## config.mk

```make
export PLATFORM = sky130hd
export DESIGN_NAME = popcount_expander
export DESIGN_NICKNAME = d
export VERILOG_FILES = /design/src/rtl/popcount_expander.sv
export SDC_FILE = /design/constraint.sdc
export NUM_CORES = 1
export LEC_CHECK = 0
export ABC_AREA = 1
export BUFFER_PORTS_ARGS = -buffer_cell sky130_fd_sc_hd__buf_2
export CAP_MARGIN = 10
export CORE_UTILIZATION = 45
export DETAILED_ROUTE_END_ITERATION = 10
export GPL_TIMING_DRIVEN = 1
export PLACE_DENSITY = 0.74
export SYNTH_ARGS = -nofsm -noshare
export SYNTH_HDL_FRONTEND = slang
export SYNTH_SLANG_ARGS = --single-unit
```

## constraint.sdc

```tcl
create_clock -name clk -period 3.1 [get_ports clk]
set_input_delay 0.155 -clock clk [delete_from_list [all_inputs] [get_ports clk]]
set_output_delay 0.155 -clock clk [all_outputs]
set_load 0.05 [all_outputs]
```

## src/rtl/popcount_expander.sv

```systemverilog
// Count-to-word expander: emits a WIDTH-bit word holding exactly min(in_count, WIDTH) ones,
// either as a thermometer from bit 0 or rotated from a round-robin fill pointer.
module popcount_expander #(
  parameter int WIDTH = 64,
  parameter int CW    = $clog2(WIDTH) + 1,
  parameter int PW    = $clog2(WIDTH)
) (
  input  logic             clk,
  input  logic             rst,
  input  logic             in_valid,
  output logic             in_ready,
  input  logic [CW-1:0]    in_count,
  input  logic             in_mode,
  output logic             out_valid,
  input  logic             out_ready,
  output logic [WIDTH-1:0] out_word,
  output logic             out_err,
  output logic [PW-1:0]    ptr_o
);

  // Handshake: a beat transfers on a side when valid & ready are both high at a
  // rising edge; valid never waits on ready, and the held word is stable until taken.
  logic             out_valid_q, out_valid_d;
  logic [WIDTH-1:0] out_word_q, out_word_d;
  logic             out_err_q, out_err_d;
  logic [PW-1:0]    ptr_q, ptr_d;

  logic             accept;
  logic [CW-1:0]    n;
  logic [WIDTH-1:0] therm;
  logic [2*WIDTH-1:0] dbl;

  assign in_ready = !out_valid_q | out_ready;
  assign accept   = in_valid & in_ready;

  always_comb begin
    n = (in_count > CW'(WIDTH)) ? CW'(WIDTH) : in_count;
    therm = '0;
    for (int i = 0; i < WIDTH; i++) begin
      therm[i] = (CW'(i) < n);
    end
    // Upper half of the doubled word shifted left is the left rotation by ptr.
    dbl = {therm, therm} << ptr_q;
  end

  always_comb begin
    out_valid_d = out_valid_q;
    out_word_d  = out_word_q;
    out_err_d   = out_err_q;
    ptr_d       = ptr_q;
    if (accept) begin
      out_valid_d = 1'b1;
      out_err_d   = (in_count > CW'(WIDTH));
      if (in_mode) begin
        out_word_d = dbl[2*WIDTH-1:WIDTH];
        ptr_d      = ptr_q + n[PW-1:0];
      end else begin
        out_word_d = therm;
      end
    end else if (out_ready) begin
      out_valid_d = 1'b0;
    end
  end

  always_ff @(posedge clk) begin
    if (rst) begin
      out_valid_q <= 1'b0;
      out_word_q  <= '0;
      out_err_q   <= 1'b0;
      ptr_q       <= '0;
    end else begin
      out_valid_q <= out_valid_d;
      out_word_q  <= out_word_d;
      out_err_q   <= out_err_d;
      ptr_q       <= ptr_d;
    end
  end

  assign out_valid = out_valid_q;
  assign out_word  = out_word_q;
  assign out_err   = out_err_q;
  assign ptr_o     = ptr_q;

endmodule

```

==> flow_summary.rst <==
.. list-table::
   :header-rows: 1

   * - Metric
     - Value
   * - Main area contributors after synthesis
     - sky130_fd_sc_hd__nand3_1 (34%), sky130_fd_sc_hd__nand2_1 (18%), sky130_fd_sc_hd__dfxtp_1 (17%)
   * - Terminating pin of the worst hold path
     - out_valid
   * - Fraction of registers with async set/reset
     - 0
   * - Net switching power figure
     - ~0.0023 W
   * - Setup repair after global routing missed its margin
     - false
   * - Met2 wirelength from detailed routing
     - approximately 19,000 µm
   * - Worst slew slack as a fraction of its limit
     - 0.380
   * - Average footprint of a synthesized cell
     - roughly 5.4 µm²
   * - Share of total power consumed by net switching
     - 0.498
   * - Mapped cell area
     - 8660 µm²
   * - Clock latency at the later pin of the worst-skew pair
     - roughly 0.37 ns
   * - Port bufs
     - 84
   * - Detailed-routed wire length on met3
     - around 6000 µm
   * - Full die area
     - 19,800 µm²
   * - First-pass GRT wire length
     - 69,800 µm
   * - Number of enable flip-flop cells after synthesis
     - 0
   * - Layout fillers
     - approximately 2.1k
   * - Detail Placement HPWL
     - about 34,000 µm
   * - Relative area change from synthesis to final layout
     - 11.1%
   * - Period minus WS final
     - 2.92 ns
   * - Ratio of routed vias to standard cells
     - approximately 6.7
   * - Final critical-path share of the clock period
     - 0.941
   * - Width of the die
     - 141 µm
   * - Reg-to-Reg End
     - out_word[52]
   * - M1 WL
     - about 18,000 µm
   * - Combinational share of power
     - 0.494
   * - Starting utilization of the core area
     - 0.462
   * - Die Y-Extent
     - between 100 and 150 µm
   * - Synth unique cells
     - 32
   * - Number of buffers inserted during clock tree synthesis
     - 9
   * - Most frequent cell after synthesis
     - sky130_fd_sc_hd__nand3_1
   * - Run status
     - completed
   * - R2R depth
     - 13
   * - Avg WL per Cell
     - ~25 µm
   * - DR iter-0 viols
     - roughly 1.9k
   * - Final hold viol count
     - 0
   * - Total Negative Setup Slacks
     - 0 ns
   * - Max Cap Viol
     - 0
   * - Highest metal used
     - met4
   * - Leakage power
     - between 4 and 5 nW
   * - Class of the worst hold path
     - in2reg
   * - Sequential Power Share
     - 0.232
   * - Clk pwr share
     - 0.274
   * - CTS resizes
     - 0
   * - Required time of the worst setup path
     - 3.35 ns
   * - Nets@finish
     - 1,637
   * - Maximum number of pins on one net before global-route repair
     - 87
   * - Arrival time at the worst endpoint
     - roughly 3.2 ns
   * - FF-to-FF setup slack
     - 0.56 ns
   * - Crit path kind
     - in2reg
   * - Total power consumption of the routed design
     - between 0.004 and 0.005 W
   * - Worst clock skew
     - ~0.011 ns
   * - Final core utilization
     - 0.513
   * - Sequential-to-total area share from yosys stat
     - 0.166
   * - Area taken by multi-input logic gates
     - ~6400 µm²
   * - Number of global-route vias before repair
     - 11.0k
   * - Setup Viol. Count Final
     - 0
   * - Maximum fanout count along the critical path
     - 16
   * - Synthesized flop and latch total
     - 72
   * - Total routing usage reported by global routing
     - 0.476
   * - Hold buffers post-CTS
     - 0
   * - Worst hold stages
     - 4
   * - Post-CTS clock slew at the launch and capture registers of the worst setup and hold paths
     - 0.08 ns
   * - DRC viols
     - 0
   * - First-pass detailed-route iteration total
     - 7
   * - Synth cell count leaders
     - sky130_fd_sc_hd__nand3_1 (581), sky130_fd_sc_hd__nand2_1 (425), sky130_fd_sc_hd__a21oi_1 (119), sky130_fd_sc_hd__o21ai_0 (83), sky130_fd_sc_hd__dfxtp_1 (72)
   * - Number of instances in the synthesized netlist
     - roughly 1.6k
   * - TritonCTS clock tree
     - built
   * - Number of diodes
     - 0
   * - Via count
     - about 12k
   * - Worst reg2reg path startpoint
     - ptr_o[0]
   * - Post-synth net total
     - approximately 1.6k
   * - CP most frequent cell
     - sky130_fd_sc_hd__nand2_1
   * - Clk buf depth
     - 2
   * - Number of antenna-violating nets in the routed design
     - 0
   * - Number of max-slew violations in the final report
     - 0
   * - Count of pins on the block boundary
     - 85
   * - Place WS
     - 0.00980 ns
   * - Sink Count
     - 72
   * - CORE AREA
     - between 15,000 and 20,000 µm²
   * - List of cells traversed by the critical path
     - buf_2, inv_8, nand2_2, inv_2, nor2_1, nand3_1, o21ai_0, nand2_1, nand2_1, nand2_1, nand3_1, nand2_1, nand2_1, nand3_1, nand3_1, a21oi_1
   * - Slack of the critical path
     - ~0.18 ns
   * - Rows
     - 50
   * - Pwr/cell area
     - just under 500 nW/µm²
   * - Clock Root Buffer
     - sky130_fd_sc_hd__clkbuf_16
   * - Number of placed instances, taps included
     - between 1.5k and 2k
   * - Routability congestion estimate
     - 1.05
   * - Internal Power
     - ~0.0023 W
   * - Deepest level of the CTS H-tree
     - 3
   * - Kind of launch point of the worst setup path
     - input pin
   * - Final routed wirelength across all metal layers
     - 46,900 µm
   * - Worst-path cell with the longest stage delay
     - sky130_fd_sc_hd__nor2_1
   * - Initial antenna violation count
     - 0
   * - Most frequently used flop master after synthesis
     - sky130_fd_sc_hd__dfxtp_1
   * - Maximum clock frequency
     - 343 MHz
   * - Max IR drop VDD
     - 441 µV
   * - Number of buffers added for setup after CTS
     - 0
   * - Yosys top cell area share
     - 0.336
   * - Layout cells sized above 1
     - 0.127
   * - Area of all sequential standard cells
     - about 1400 µm²
   * - Number of synthesis warnings
     - 0
   * - Delay of the slowest cell on the worst path
     - between 0.5 and 0.6 ns
   * - Remaining global-route overflow
     - 0
   * - Critical path endpoint category
     - flip-flop
   * - Cell type with the highest aggregate area in the netlist
     - sky130_fd_sc_hd__nand3_1
   * - HP Start
     - out_ready
   * - Slew at the pin closest to its max-slew limit
     - 0.929 ns
   * - Finished Layout Cells
     - 1,862
-- layout by cell type (no fill, tap or decap), types with 2 or more instances in the layout --
cell type / Yosys / layout
sky130_fd_sc_hd__a21oi_1: 119 / 119
sky130_fd_sc_hd__a21oi_2: 4 / 4
sky130_fd_sc_hd__a31oi_1: 3 / 3
sky130_fd_sc_hd__buf_12: 0 / 10
sky130_fd_sc_hd__buf_2: 28 / 84
sky130_fd_sc_hd__buf_4: 4 / 35
sky130_fd_sc_hd__bufinv_16: 0 / 2
sky130_fd_sc_hd__clkbuf_16: 0 / 9
sky130_fd_sc_hd__dfxtp_1: 72 / 66
sky130_fd_sc_hd__dfxtp_2: 0 / 6
sky130_fd_sc_hd__ha_1: 2 / 2
sky130_fd_sc_hd__inv_1: 58 / 56
sky130_fd_sc_hd__inv_2: 10 / 11
sky130_fd_sc_hd__inv_6: 0 / 2
sky130_fd_sc_hd__inv_8: 1 / 3
sky130_fd_sc_hd__nand2_1: 425 / 424
sky130_fd_sc_hd__nand2_2: 8 / 9
sky130_fd_sc_hd__nand2_4: 3 / 3
sky130_fd_sc_hd__nand3_1: 581 / 581
sky130_fd_sc_hd__nand3_2: 5 / 5
sky130_fd_sc_hd__nor2_1: 39 / 39
sky130_fd_sc_hd__nor2_2: 7 / 7
sky130_fd_sc_hd__nor2_4: 6 / 6
sky130_fd_sc_hd__o211ai_1: 21 / 21
sky130_fd_sc_hd__o21ai_0: 83 / 83
sky130_fd_sc_hd__o21ai_1: 17 / 17
sky130_fd_sc_hd__o21ai_2: 5 / 5
sky130_fd_sc_hd__or2_1: 3 / 3
sky130_fd_sc_hd__or2_2: 3 / 3
sky130_fd_sc_hd__xor2_1: 4 / 4
-- flip-flops by register name, summed over array words and instances, names as in the netlist --
signal	cells
ptr_o	6
out_valid	1
out_err	1
out_word	64
-- power groups by stage --
stage / clock, W / combinational, W / sequential, W
finish: 0.00127 / 0.00229 / 0.00108
global route: 0.00130 / 0.00244 / 0.00108
CTS: 0.00127 / 0.00221 / 0.00107
detailed placement: 0 / 0.00220 / 0.00109
global placement: 0 / 0.00220 / 0.00109
floorplan: 0 / 0.00124 / 0.00137
-- cells by family (layout without fill, tap and decap cells) --
logic type,count (synthesis),count (layout),share of synthesized area
buf+inv,197,214,0.0955
xor+xnor,4,4,0.00404
flops,72,72,0.166
simple gates,1084,1084,0.575
compound gates,252,252,0.156
fa+ha+maj,2,2,0.00289
-- worst max-delay path: cells and delay by family --
| kind | cells | cell delay [ns] |
|---|---|---|
| AO/OA/AOI/OAI | 2 | 0.35 |
| buffers and inverters | 3 | 0.58 |
| AND/OR/NAND/NOR | 11 | 2.07 |
-- metal layers --
layer / track usage / vias to the layer above
met5: 0 / -
met4: 0.337 / 0
met3: 0.135 / 204
met2: 0.698 / 951
met1: 0.599 / 5692
li1: - / 5576
-- worst max path at each step --
stage                start           end  slack [ns]  cells after the start
5_1_grt        in_count[6]  out_word[60]        0.23                     16
4_1_cts        in_count[6]  out_word[52]        0.37                     16
2_1_floorplan     ptr_o[0]  out_word[34]        0.88                     12
3_5_place_dp   in_count[6]  out_word[52]        0.01                     16
6_report       in_count[6]  out_word[52]        0.18                     16
3_3_place_gp   in_count[6]  out_word[52]       -0.01                     16
-- per-stage QoR --
step                hold WS [ns]  cell area [µm²]
floorplan                  0.384             8660
global placement           0.450             9290
detailed placement         0.455             9290
CTS                        0.120             9620
global route               0.137             9620
finish                     0.112             9620
-- area by class of cell --
class / count / share of cell area
timing repair buffer: 129 / 0.0918
tap: 234 / 0.0304
sequential: 72 / 0.151
inverter: 69 / 0.0277
clock buffer: 9 / 0.0234
multi-input combinational: 1342 / 0.665
clock inverter: 7 / 0.0112
(Power assumes the default switching activity.)
